File: config.mk
export PLATFORM = sky130hd
export DESIGN_NAME = button_press_classifier
export DESIGN_NICKNAME = d
export VERILOG_FILES = /design/src/rtl/button_press_classifier.sv
export SDC_FILE = /design/constraint.sdc
export NUM_CORES = 1
export LEC_CHECK = 0
export BUFFER_PORTS_ARGS = -buffer_cell sky130_fd_sc_hd__buf_2
export CAP_MARGIN = 40
export CORE_MARGIN = 2
export CORE_UTILIZATION = 55
export CTS_CLUSTER_DIAMETER = 50
export DETAILED_ROUTE_END_ITERATION = 10
export HOLD_SLACK_MARGIN = 0.02
export PLACE_DENSITY = 0.74
export SKIP_LAST_GASP = 1
export SLEW_MARGIN = 20
export SYNTH_ARGS = -nofsm -noshare
export SYNTH_HDL_FRONTEND = slang
export SYNTH_SLANG_ARGS = --single-unit
File: constraint.sdc
create_clock -name IPTCLK -period 2.32 [get_ports IPTCLK]
set_input_delay 0.116 -clock IPTCLK [delete_from_list [all_inputs] [get_ports IPTCLK]]
set_output_delay 0.116 -clock IPTCLK [all_outputs]
set_load 0.005 [all_outputs]
File: src/rtl/button_press_classifier.sv
// -----------------------------------------------------------------------------
// button_press_classifier
//
// Sorts presses of a debounced, synchronous button into short, long and
// (optionally) double presses. The duration counter counts consecutive
// samples of the current level, so the decisions line up with sample counts:
//   - LONG_CYCLES high samples in a row give a long press. OUTLONG fires while
//     the button is still held.
//   - An earlier release gives a short press. With double-press detection on,
//     a second press that starts inside the gap window gives a double press.
//
// Optional feature macro: BTN_DOUBLE_PRESS_EN
//   defined   : adds the WAITGAP/SECOND states. OUTSHORT is held back until
//               GAP_CYCLES low samples have closed the double-press window.
//   undefined : OUTSHORT fires in the cycle after the release edge, and
//               OUTDOUBLE is tied low.
//
// Parameters
//   CNT_W       width of the duration counter
//   LONG_CYCLES high samples that classify a long press   (2 .. 2^CNT_W-1)
//   GAP_CYCLES  low samples that close the double window  (2 .. 2^CNT_W-1)
//
// Ports
//   IPTCLK    in   clock; all state changes on its rising edge
//   IPTRST    in   asynchronous, active-high reset
//   IPTBTN    in   debounced button level, 1 = pressed
//   OUTSHORT  out  one-cycle pulse, short press
//   OUTLONG   out  one-cycle pulse, long press
//   OUTDOUBLE out  one-cycle pulse, double press (always 0 without the macro)
//   OUTBUSY   out  level, high whenever the FSM is not idle
// -----------------------------------------------------------------------------
module button_press_classifier #(
  parameter int CNT_W       = 16,
  parameter int LONG_CYCLES = 50000,
  parameter int GAP_CYCLES  = 20000
) (
  input  logic IPTCLK,
  input  logic IPTRST,
  input  logic IPTBTN,
  output logic OUTSHORT,
  output logic OUTLONG,
  output logic OUTDOUBLE,
  output logic OUTBUSY
);

  // Stop elaboration if a threshold does not fit the counter. If it did not
  // fit, the terminal compare could never match and the counter would wrap.
  if (LONG_CYCLES < 2 || LONG_CYCLES > (2**CNT_W) - 1) begin : g_long_chk
    $error("LONG_CYCLES out of range for CNT_W");
  end
  if (GAP_CYCLES < 2 || GAP_CYCLES > (2**CNT_W) - 1) begin : g_gap_chk
    $error("GAP_CYCLES out of range for CNT_W");
  end

  typedef enum logic [2:0] {
    ST_IDLE,
    ST_PRESSED,
    ST_LONGHELD
`ifdef BTN_DOUBLE_PRESS_EN
    ,
    ST_WAITGAP,
    ST_SECOND
`endif
  } state_t;

  localparam logic [CNT_W-1:0] LONG_LAST = CNT_W'(LONG_CYCLES - 1);
`ifdef BTN_DOUBLE_PRESS_EN
  localparam logic [CNT_W-1:0] GAP_LAST  = CNT_W'(GAP_CYCLES - 1);
`endif

  state_t           state_q, state_d;
  logic [CNT_W-1:0] cnt_q, cnt_d;
  logic             short_q, short_d;
  logic             long_q, long_d;
  logic             busy_q, busy_d;
`ifdef BTN_DOUBLE_PRESS_EN
  logic             double_q, double_d;
`endif

  always_comb begin
    state_d  = state_q;
    cnt_d    = cnt_q;
    short_d  = 1'b0;
    long_d   = 1'b0;
`ifdef BTN_DOUBLE_PRESS_EN
    double_d = 1'b0;
`endif
    unique case (state_q)
      ST_IDLE: begin
        if (IPTBTN) begin
          // This edge already sees the first high sample, so the count starts at 1.
          state_d = ST_PRESSED;
          cnt_d   = CNT_W'(1);
        end
      end
      ST_PRESSED: begin
        if (IPTBTN) begin
          if (cnt_q == LONG_LAST) begin
            long_d  = 1'b1;
            state_d = ST_LONGHELD;
            cnt_d   = '0;
          end else begin
            cnt_d = cnt_q + CNT_W'(1);
          end
        end else begin
`ifdef BTN_DOUBLE_PRESS_EN
          // The release edge is the first low sample of the gap window.
          state_d = ST_WAITGAP;
          cnt_d   = CNT_W'(1);
`else
          short_d = 1'b1;
          state_d = ST_IDLE;
          cnt_d   = '0;
`endif
        end
      end
      ST_LONGHELD: begin
        // The long press has already been reported; wait silently for release.
        if (!IPTBTN) begin
          state_d = ST_IDLE;
        end
      end
`ifdef BTN_DOUBLE_PRESS_EN
      ST_WAITGAP: begin
        if (IPTBTN) begin
          state_d = ST_SECOND;
          cnt_d   = '0;
        end else if (cnt_q == GAP_LAST) begin
          short_d = 1'b1;
          state_d = ST_IDLE;
          cnt_d   = '0;
        end else begin
          cnt_d = cnt_q + CNT_W'(1);
        end
      end
      ST_SECOND: begin
        // A second press is reported as a double press however long it is held.
        if (!IPTBTN) begin
          double_d = 1'b1;
          state_d  = ST_IDLE;
        end
      end
`endif
      default: begin
        state_d = ST_IDLE;
        cnt_d   = '0;
      end
    endcase
    // Busy is computed from the next state so it falls in the same cycle as the pulse.
    busy_d = (state_d != ST_IDLE);
  end

  always_ff @(posedge IPTCLK or posedge IPTRST) begin
    if (IPTRST) begin
      state_q  <= ST_IDLE;
      cnt_q    <= '0;
      short_q  <= 1'b0;
      long_q   <= 1'b0;
      busy_q   <= 1'b0;
`ifdef BTN_DOUBLE_PRESS_EN
      double_q <= 1'b0;
`endif
    end else begin
      state_q  <= state_d;
      cnt_q    <= cnt_d;
      short_q  <= short_d;
      long_q   <= long_d;
      busy_q   <= busy_d;
`ifdef BTN_DOUBLE_PRESS_EN
      double_q <= double_d;
`endif
    end
  end

  assign OUTSHORT  = short_q;
  assign OUTLONG   = long_q;
  assign OUTBUSY   = busy_q;
`ifdef BTN_DOUBLE_PRESS_EN
  assign OUTDOUBLE = double_q;
`else
  assign OUTDOUBLE = 1'b0;
`endif

endmodule

* Word level (Yosys, flattened, before mapping) *
Cells that the tools add are included.

cells by class
  reduce and logical (&&, ||, !) cells = 3
  add/sub/neg operators = 1
  equal/unequal tests = 4
  bitwise operators = 1
  mux-type cells = 14

operators with widths
  operator               number
  $mux 16                3
  $pmux 16 s3            1
  $add 16x1->16 const B  1
  $eq 16x16->1 const B   1
  $mux 3                 4
  $pmux 3 s3             1
  $mux 1                 5
  $eq 3x1->1 const B     1
  $eq 3x2->1 const B     1
  $logic_not 3->1        1
  $reduce_bool 3->1      1
  $ne 2x2->1 const B     1
  $reduce_and 2->1       1
  $not 1->1              1

storage, ports and cells
  register bits = 22
  logic and storage cells = 28
  bits of input ports = 3
  output and inout bits = 4

* Longest topological paths before layout *
Gate-level depths: netlist (run 1).

  word-level depth = 5
  gate-level depth with buffers = 6
  gate-level depth less buffers = 5

* Worst setup path after synthesis (run 1) *
Ideal clock, no wire load.

  path type = register to register
  start = reg cnt_q[0]
  end = reg cnt_q[10]
  required time = 2.233 ns
  setup time = 0.087 ns
  data arrival time = 1.513 ns
  path buffers = 0
  setup slack = 0.721 ns
  cell stages (with the launch flop) = 6
  clock period less this slack = 1.599 ns
  cell sequence = dfrtp_1 ha_1 nand4_1 or3_1 or4_1 o211ai_1

on the way
  cells in the longest elaborated chain, start to end = 4
  elaborated cells on any way between the ends = 5
  those cells by class = 1 x add/sub; 1 x eq/ne; 3 x mux

RTL lines
  element                                        RTL line  RTL
  start: declaration                             72        logic [CNT_W-1:0] cnt_q, cnt_d;
  start signal: assignment                       165       cnt_q <= cnt_d;
  $add 16x1->16 or $eq 16x16->1 (tied branches)  103, 98
  $mux 16 *                                      98        if (cnt_q == LONG_LAST) begin
  $mux 16 *                                      97        if (IPTBTN) begin
  $pmux 16 s3 *                                  88        unique case (state_q)

Every way passes the cells marked *; elsewhere a longest branch is shown, timed or not.
A chain may end at the register's enable or synchronous reset.

* Worst setup path in the final report (run 1) *
  start = reg cnt_q[0]
  end = reg cnt_q[8]

Same word-level chain as after synthesis.

==> results of run 1 <==
worst max-delay path by stage:
stage,startpoint,end,slack (ps),cells after the start
floorplan,cnt_q[0],cnt_q[10],720,5
global placement,cnt_q[0],cnt_q[8],630,6
detailed placement,cnt_q[0],cnt_q[8],560,6
CTS,cnt_q[0],cnt_q[8],530,6
global route,cnt_q[0],cnt_q[8],410,6
finish,cnt_q[0],cnt_q[8],500,6
synth_stat cells, types with 2 or more instances:
cell type and n:
o211ai_1 3, nor4_1 2, nand2b_1 3, or4_1 3
o31ai_1 2, nor3_1 2, nor2_1 2, dfrtp_1 22
or3_1 2, nand3_1 7, o2111ai_1 2, nand4_1 6
inv_1 6, a41oi_1 3, clkbuf_8 2, nor4bb_1 2
a21oi_1 7, nand2_1 12, and2_2 2, a31oi_1 11
and3_1 4, o21ai_0 2
state kept, by name, indices dropped and copies added (netlist names):
signal	cells
OUTLONG	1
state_q	3
OUTSHORT	1
OUTBUSY	1
cnt_q	16
final cells by class:
type | instances | area [sq um]
sequential | 22 | 550.5
tap | 28 | 35.03
fill | 186 | 824.5
inverter | 6 | 22.52
multi-input combinational | 97 | 646.9
clock buffer | 4 | 36.28
timing repair buffer | 10 | 75.07
cells by family (layout without fill, tap and decap cells):
logic type	after synthesis	after routing	synth area share, %
other cells	1	2	0.2950
flops	22	22	43.31
buf+inv	12	20	6.102
fa+ha+maj	1	1	0.9841
mux	1	1	0.7874
simple gates	58	58	28.45
compound gates	35	35	20.08
metrics by stage:
step,setup slack [ps],instances,total power (uW)
2_1_floorplan,720.7,131,431.6
3_3_place_gp,628.2,160,439.3
3_5_place_dp,557.6,160,441.1
4_1_cts,527.2,166,651.9
5_1_grt,410.1,167,675.9
6_report,504.7,167,648.4
tightest hold or removal path, stage by stage:
cell and delay, ps:
dlygate4sd3_1 540, buf_2 120, inv_1 120
metal layers:
layer / global-route usage, % / vias to the layer above
li1: - / 523
met5: 0 / -
met4: 5.263 / 0
met1: 29.21 / 517
met2: 36.08 / 10
met3: 3.448 / 2
repair_timing:
action	CTS	global route
hold buffers	2	0
hold endpoints to repair	23	0
setup endpoints to repair	0	0
where the power goes:
part	total (uW)	internal, uW	switching, uW
Sequential	396	389	6.69
Combinational	43.3	15.8	27.4
Clock	209	95.6	114
==> flow_summary.toml, run 1 <==
[route]
wirelength_mm = 2.594
wire_per_inst_um = 15.53
routed-wl-met3_um = 45
wl_met1_mm = 1.213
wl_met2_mm = 1.317
remaining_drc_errors = 0
route.top_layer_used = "met4"
vias_per_cell = 6.299
drt_iter0_drc = 12
antenna_left = 0
dr_total_vias = 1052
drt_pass1_iterations = 4

[sta]
min_period_ps = 1815
timing.final.crit_share_pct = 78.25
setup_tns_ps = 0
slew_headroom_pct = 59.50
finalHoldViolations = 0
rsz0062_at_grt = "false"
finalMaxSlewViolations = 0
clock_skew_ps = 1.451
hold_slack_ps = 224.0
worst_pin_slew_ps = 604.2
fmax_mhz = 550.9
setup_viol = 0

[critical_path]
crit_family = "simple AND/OR/NAND/NOR gates"
end_kind = "flop"
crit_chain = "ha_1, and4b_2, nand4_1, buf_4, nand4_1, o311ai_0"
rrSetupSlack_ps = 500
timing.rr.start = "cnt_q[0]"
worst_ep_arrival_time_ps = 2010
critPathKind = "reg2reg"
cp.required_ps = 2520
critPathSlowestCell = "dfrtp_1"
critPathMaxFanout = 14
timing.rr.end = "cnt_q[8]"
start_kind = "flop"
path_buf_inv = 1
max_stage_delay_ps = 430
cp_common_cell = "nand4_1"
reg2regPathDepth = 6

[global_routing]
grt_pass1_wl_mm = 4.291
grt_usage_pct = 21.59
globalRouteOverflowTotal = 0
grt_max_degree = 23
antenna_found_initial = 0
grt_pass1_vias = 924

[synthesis]
synthCells = 130
ys_seq_area_share_pct = 43.31
syn_area_sq_mm = 0.001271
postSynthAreaPerCell_sq_um = 9.779
synth_edf_count = 0
synth_top_area_cell = "dfrtp_1"
synth_top_area_share_pct = 43.31
synthArstFlopShare_pct = 100.0
synth-seq-cells = 22
synth_area_leaders = "dfrtp_1 43%, a31oi_1 5.4%, nand2_1 3.5%"
synthFlopType = "dfrtp_1"
synth_cell_types = 45
yosys_warnings = 0

[final_layout]
final_nets = 144
finalInstanceArea_sq_mm = 0.001366
area_growth_pct = 7.480
antennaDiodeCount = 0
drive_gt1_share_pct = 16.55
final_cell_mix = "22 x dfrtp_1, 12 x nand2_1, 11 x a31oi_1"
layout.cells.most_common = "dfrtp_1"
final_core_util_pct = 62.36

[floorplan]
die-area_sq_mm = 0.002712
core_area_sq_mm = 0.002191
die_w_um = 52.08
die_h_um = 52.08
pin_count = 7
rows = 17
start_util_pct = 58.02

[pwr]
powerDensity_mw_per_mm2 = 474.6
p_leak_uw = 0.0005292
vdd_drop_max_mv = 0.3613

[run_status]
status = "finished, final reports clean"

[cts]
cts_tree = "done"
clock_latency_ps = 300
htreeDepth = 1
clockBufferDepth = 2
numCtsBuffers = 3
cts_sinks = 22
ctsResizeCount = 0
path_clk_slew_ps = 120
cts_root_buf = "clkbuf_4"
post_cts_buffers = 0

[placed_design]
place_area_sq_mm = 0.001295
dp_hpwl_mm = 1.840
io_buffers = 5
gp_congestion = 0.8019

[job]
max_cap_violations = 0

[worst_hold_path]
hold_class = "in2async"
Power figures use the tool's default switching activity.
==> inputs of run 2 (changes only) <==
--- a/config.mk
+++ b/config.mk
@@ -8,7 +8,7 @@
 export BUFFER_PORTS_ARGS = -buffer_cell sky130_fd_sc_hd__buf_2
 export CAP_MARGIN = 40
 export CORE_MARGIN = 2
-export CORE_UTILIZATION = 55
+export CORE_UTILIZATION = 53
 export CTS_CLUSTER_DIAMETER = 50
 export DETAILED_ROUTE_END_ITERATION = 10
 export HOLD_SLACK_MARGIN = 0.02
==> constraint.sdc (replaced) <==
create_clock -name IPTCLK -period 1.49 [get_ports IPTCLK]
set_input_delay 0.0745 -clock IPTCLK [delete_from_list [all_inputs] [get_ports IPTCLK]]
set_output_delay 0.0745 -clock IPTCLK [all_outputs]
set_load 0.005 [all_outputs]
==> flow_summary.toml, run 2 (same netlist as run 1, synthesis figures left out) <==
[run_status]
status = "finished, violations left"
violations = "setup timing"

[sta]
setup_viol = 19
fmax_mhz = 588.6
setup_ws_ps = -208.8
finalHoldViolations = 0
hold_slack_ps = 108.3
clock_skew_ps = 14.10
timing.final.crit_share_pct = 114.0
finalMaxSlewViolations = 0
setup_tns_ps = -2233
rsz0062_at_grt = "true"
min_period_ps = 1699

[global_routing]
grt_usage_pct = 29.66
globalRouteOverflowTotal = 0
grt_max_degree = 14
grt_pass1_wl_mm = 6.085
antenna_found_initial = 0
grt_pass1_vias = 1343

[critical_path]
start_kind = "flop"
rrSetupSlack_ps = -210
cp.required_ps = 1720
critPathMaxFanout = 4
path_buf_inv = 0
worst_ep_arrival_time_ps = 1930
crit_chain = "ha_4, nand4_1, or3_1, or4_1, o211ai_1"
max_stage_delay_ps = 410
reg2regPathDepth = 5
timing.rr.start = "cnt_q[1]"
crit_family = "simple AND/OR/NAND/NOR gates"
end_kind = "flop"
critPathKind = "reg2reg"
timing.rr.end = "cnt_q[10]"
critPathSlowestCell = "dfrtp_1"

[floorplan]
die_h_um = 52.98
core_area_sq_mm = 0.002233
pin_count = 7
start_util_pct = 56.92
die-area_sq_mm = 0.002806
rows = 17
die_w_um = 52.98

[placed_design]
dpl_worst_slack_ps = -184.2
gp_congestion = 0.9167
dp_hpwl_mm = 2.430
io_buffers = 5
dp.cells = 186

[route]
wirelength_mm = 3.410
dr_total_vias = 1309
vias_per_cell = 6.611
remaining_drc_errors = 0
drt_iter0_drc = 42
antenna_left = 0
drt_pass1_iterations = 4
wire_per_inst_um = 17.22

[final_layout]
drive_gt1_share_pct = 37.65
stdcell_count = 198
n_fill_cell = 153
final_cell_mix = "31 x buf_4, 22 x dfrtp_1, 12 x nand2_1"
largest_register_ffs = 16
antennaDiodeCount = 0
regMostFlops = "cnt_q"
layout.cells.most_common = "buf_4"
area_growth_pct = 33.76
final_nets = 175
reg_top3 = "cnt_q x16, state_q x3"

[worst_hold_path]
hold_path_end = "OUTBUSY"
whs_path_depth = 3
hp-start = "IPTBTN"
hold_class = "in2reg"

[cts]
cts_root_buf = "clkbuf_4"
clock_latency_ps = 320
clockBufferDepth = 2
cts_tree = "done"
cts_sinks = 22
path_clk_slew_ps = 130
numCtsBuffers = 3
htreeDepth = 1

[pwr]
p_leak_uw = 0.0007055
powerDensity_mw_per_mm2 = 685.7
vdd_drop_max_mv = 0.5493

[job]
max_cap_violations = 0
-- run 2: final cells by class --
cell class / count / area [sq um] / share of cell area (%)
Sequential cell: 22 / 550.5 / 32.38
Timing Repair Buffer: 41 / 311.5 / 18.32
Inverter: 6 / 22.52 / 1.325
Clock inverter: 1 / 30.03 / 1.766
Clock buffer: 3 / 22.52 / 1.325
Tap cell: 28 / 35.03 / 2.060
Multi-Input combinational cell: 97 / 728.2 / 42.83
-- run 2: where the power goes --
| part | internal (uW) | leakage, uW | switching (uW) | total (uW) |
|---|---|---|---|---|
| logic | 35.6 | 0.000377 | 51.0 | 86.6 |
| clock network | 272 | 0.0000279 | 190 | 463 |
| registers | 606 | 0.000301 | 11.1 | 617 |
| total | 913 | 0.000706 | 252 | 1170 |
-- run 2: what timing repair did --
item,4_1_cts,5_1_grt
pin swaps,12,0
hold endpoints to repair,11,0
gates resized for setup,13,1
hold buffers,2,0
setup buffers,5,0
gates cloned,1,0
setup endpoints to repair,19,19
-- run 2: worst min-delay path, cell delays in order --
cell and delay [ps]:
buf_2 120, nand2b_1 150, a21oi_1 60
-- run 2: routing by layer --
metal	routed length, um	GRT usage [%]
met5	0	0
met4	102	12.39
met2	1697	52.71
met1	1431	35.33
met3	179	4.520
-- run 2: worst max-delay path by stage --
stage	startpoint	endpoint	slack, ps	cells after the start
2_1_floorplan	cnt_q[0]	cnt_q[10]	-110	5
3_3_place_gp	cnt_q[0]	cnt_q[10]	-120	5
3_5_place_dp	cnt_q[0]	cnt_q[10]	-180	5
4_1_cts	cnt_q[1]	cnt_q[10]	-180	5
5_1_grt	cnt_q[1]	cnt_q[10]	-310	5
6_report	cnt_q[1]	cnt_q[10]	-210	5
-- run 2: metrics by stage --
stage / power, uW / utilization (%) / instance area [sq um]
6_report: 1166 / 76.13 / 1700
4_1_cts: 1173 / 75.80 / 1693
3_5_place_dp: 703.3 / 67.68 / 1511
5_1_grt: 1208 / 76.13 / 1700
3_3_place_gp: 698.9 / 67.68 / 1511
2_1_floorplan: 673.3 / - / 1303
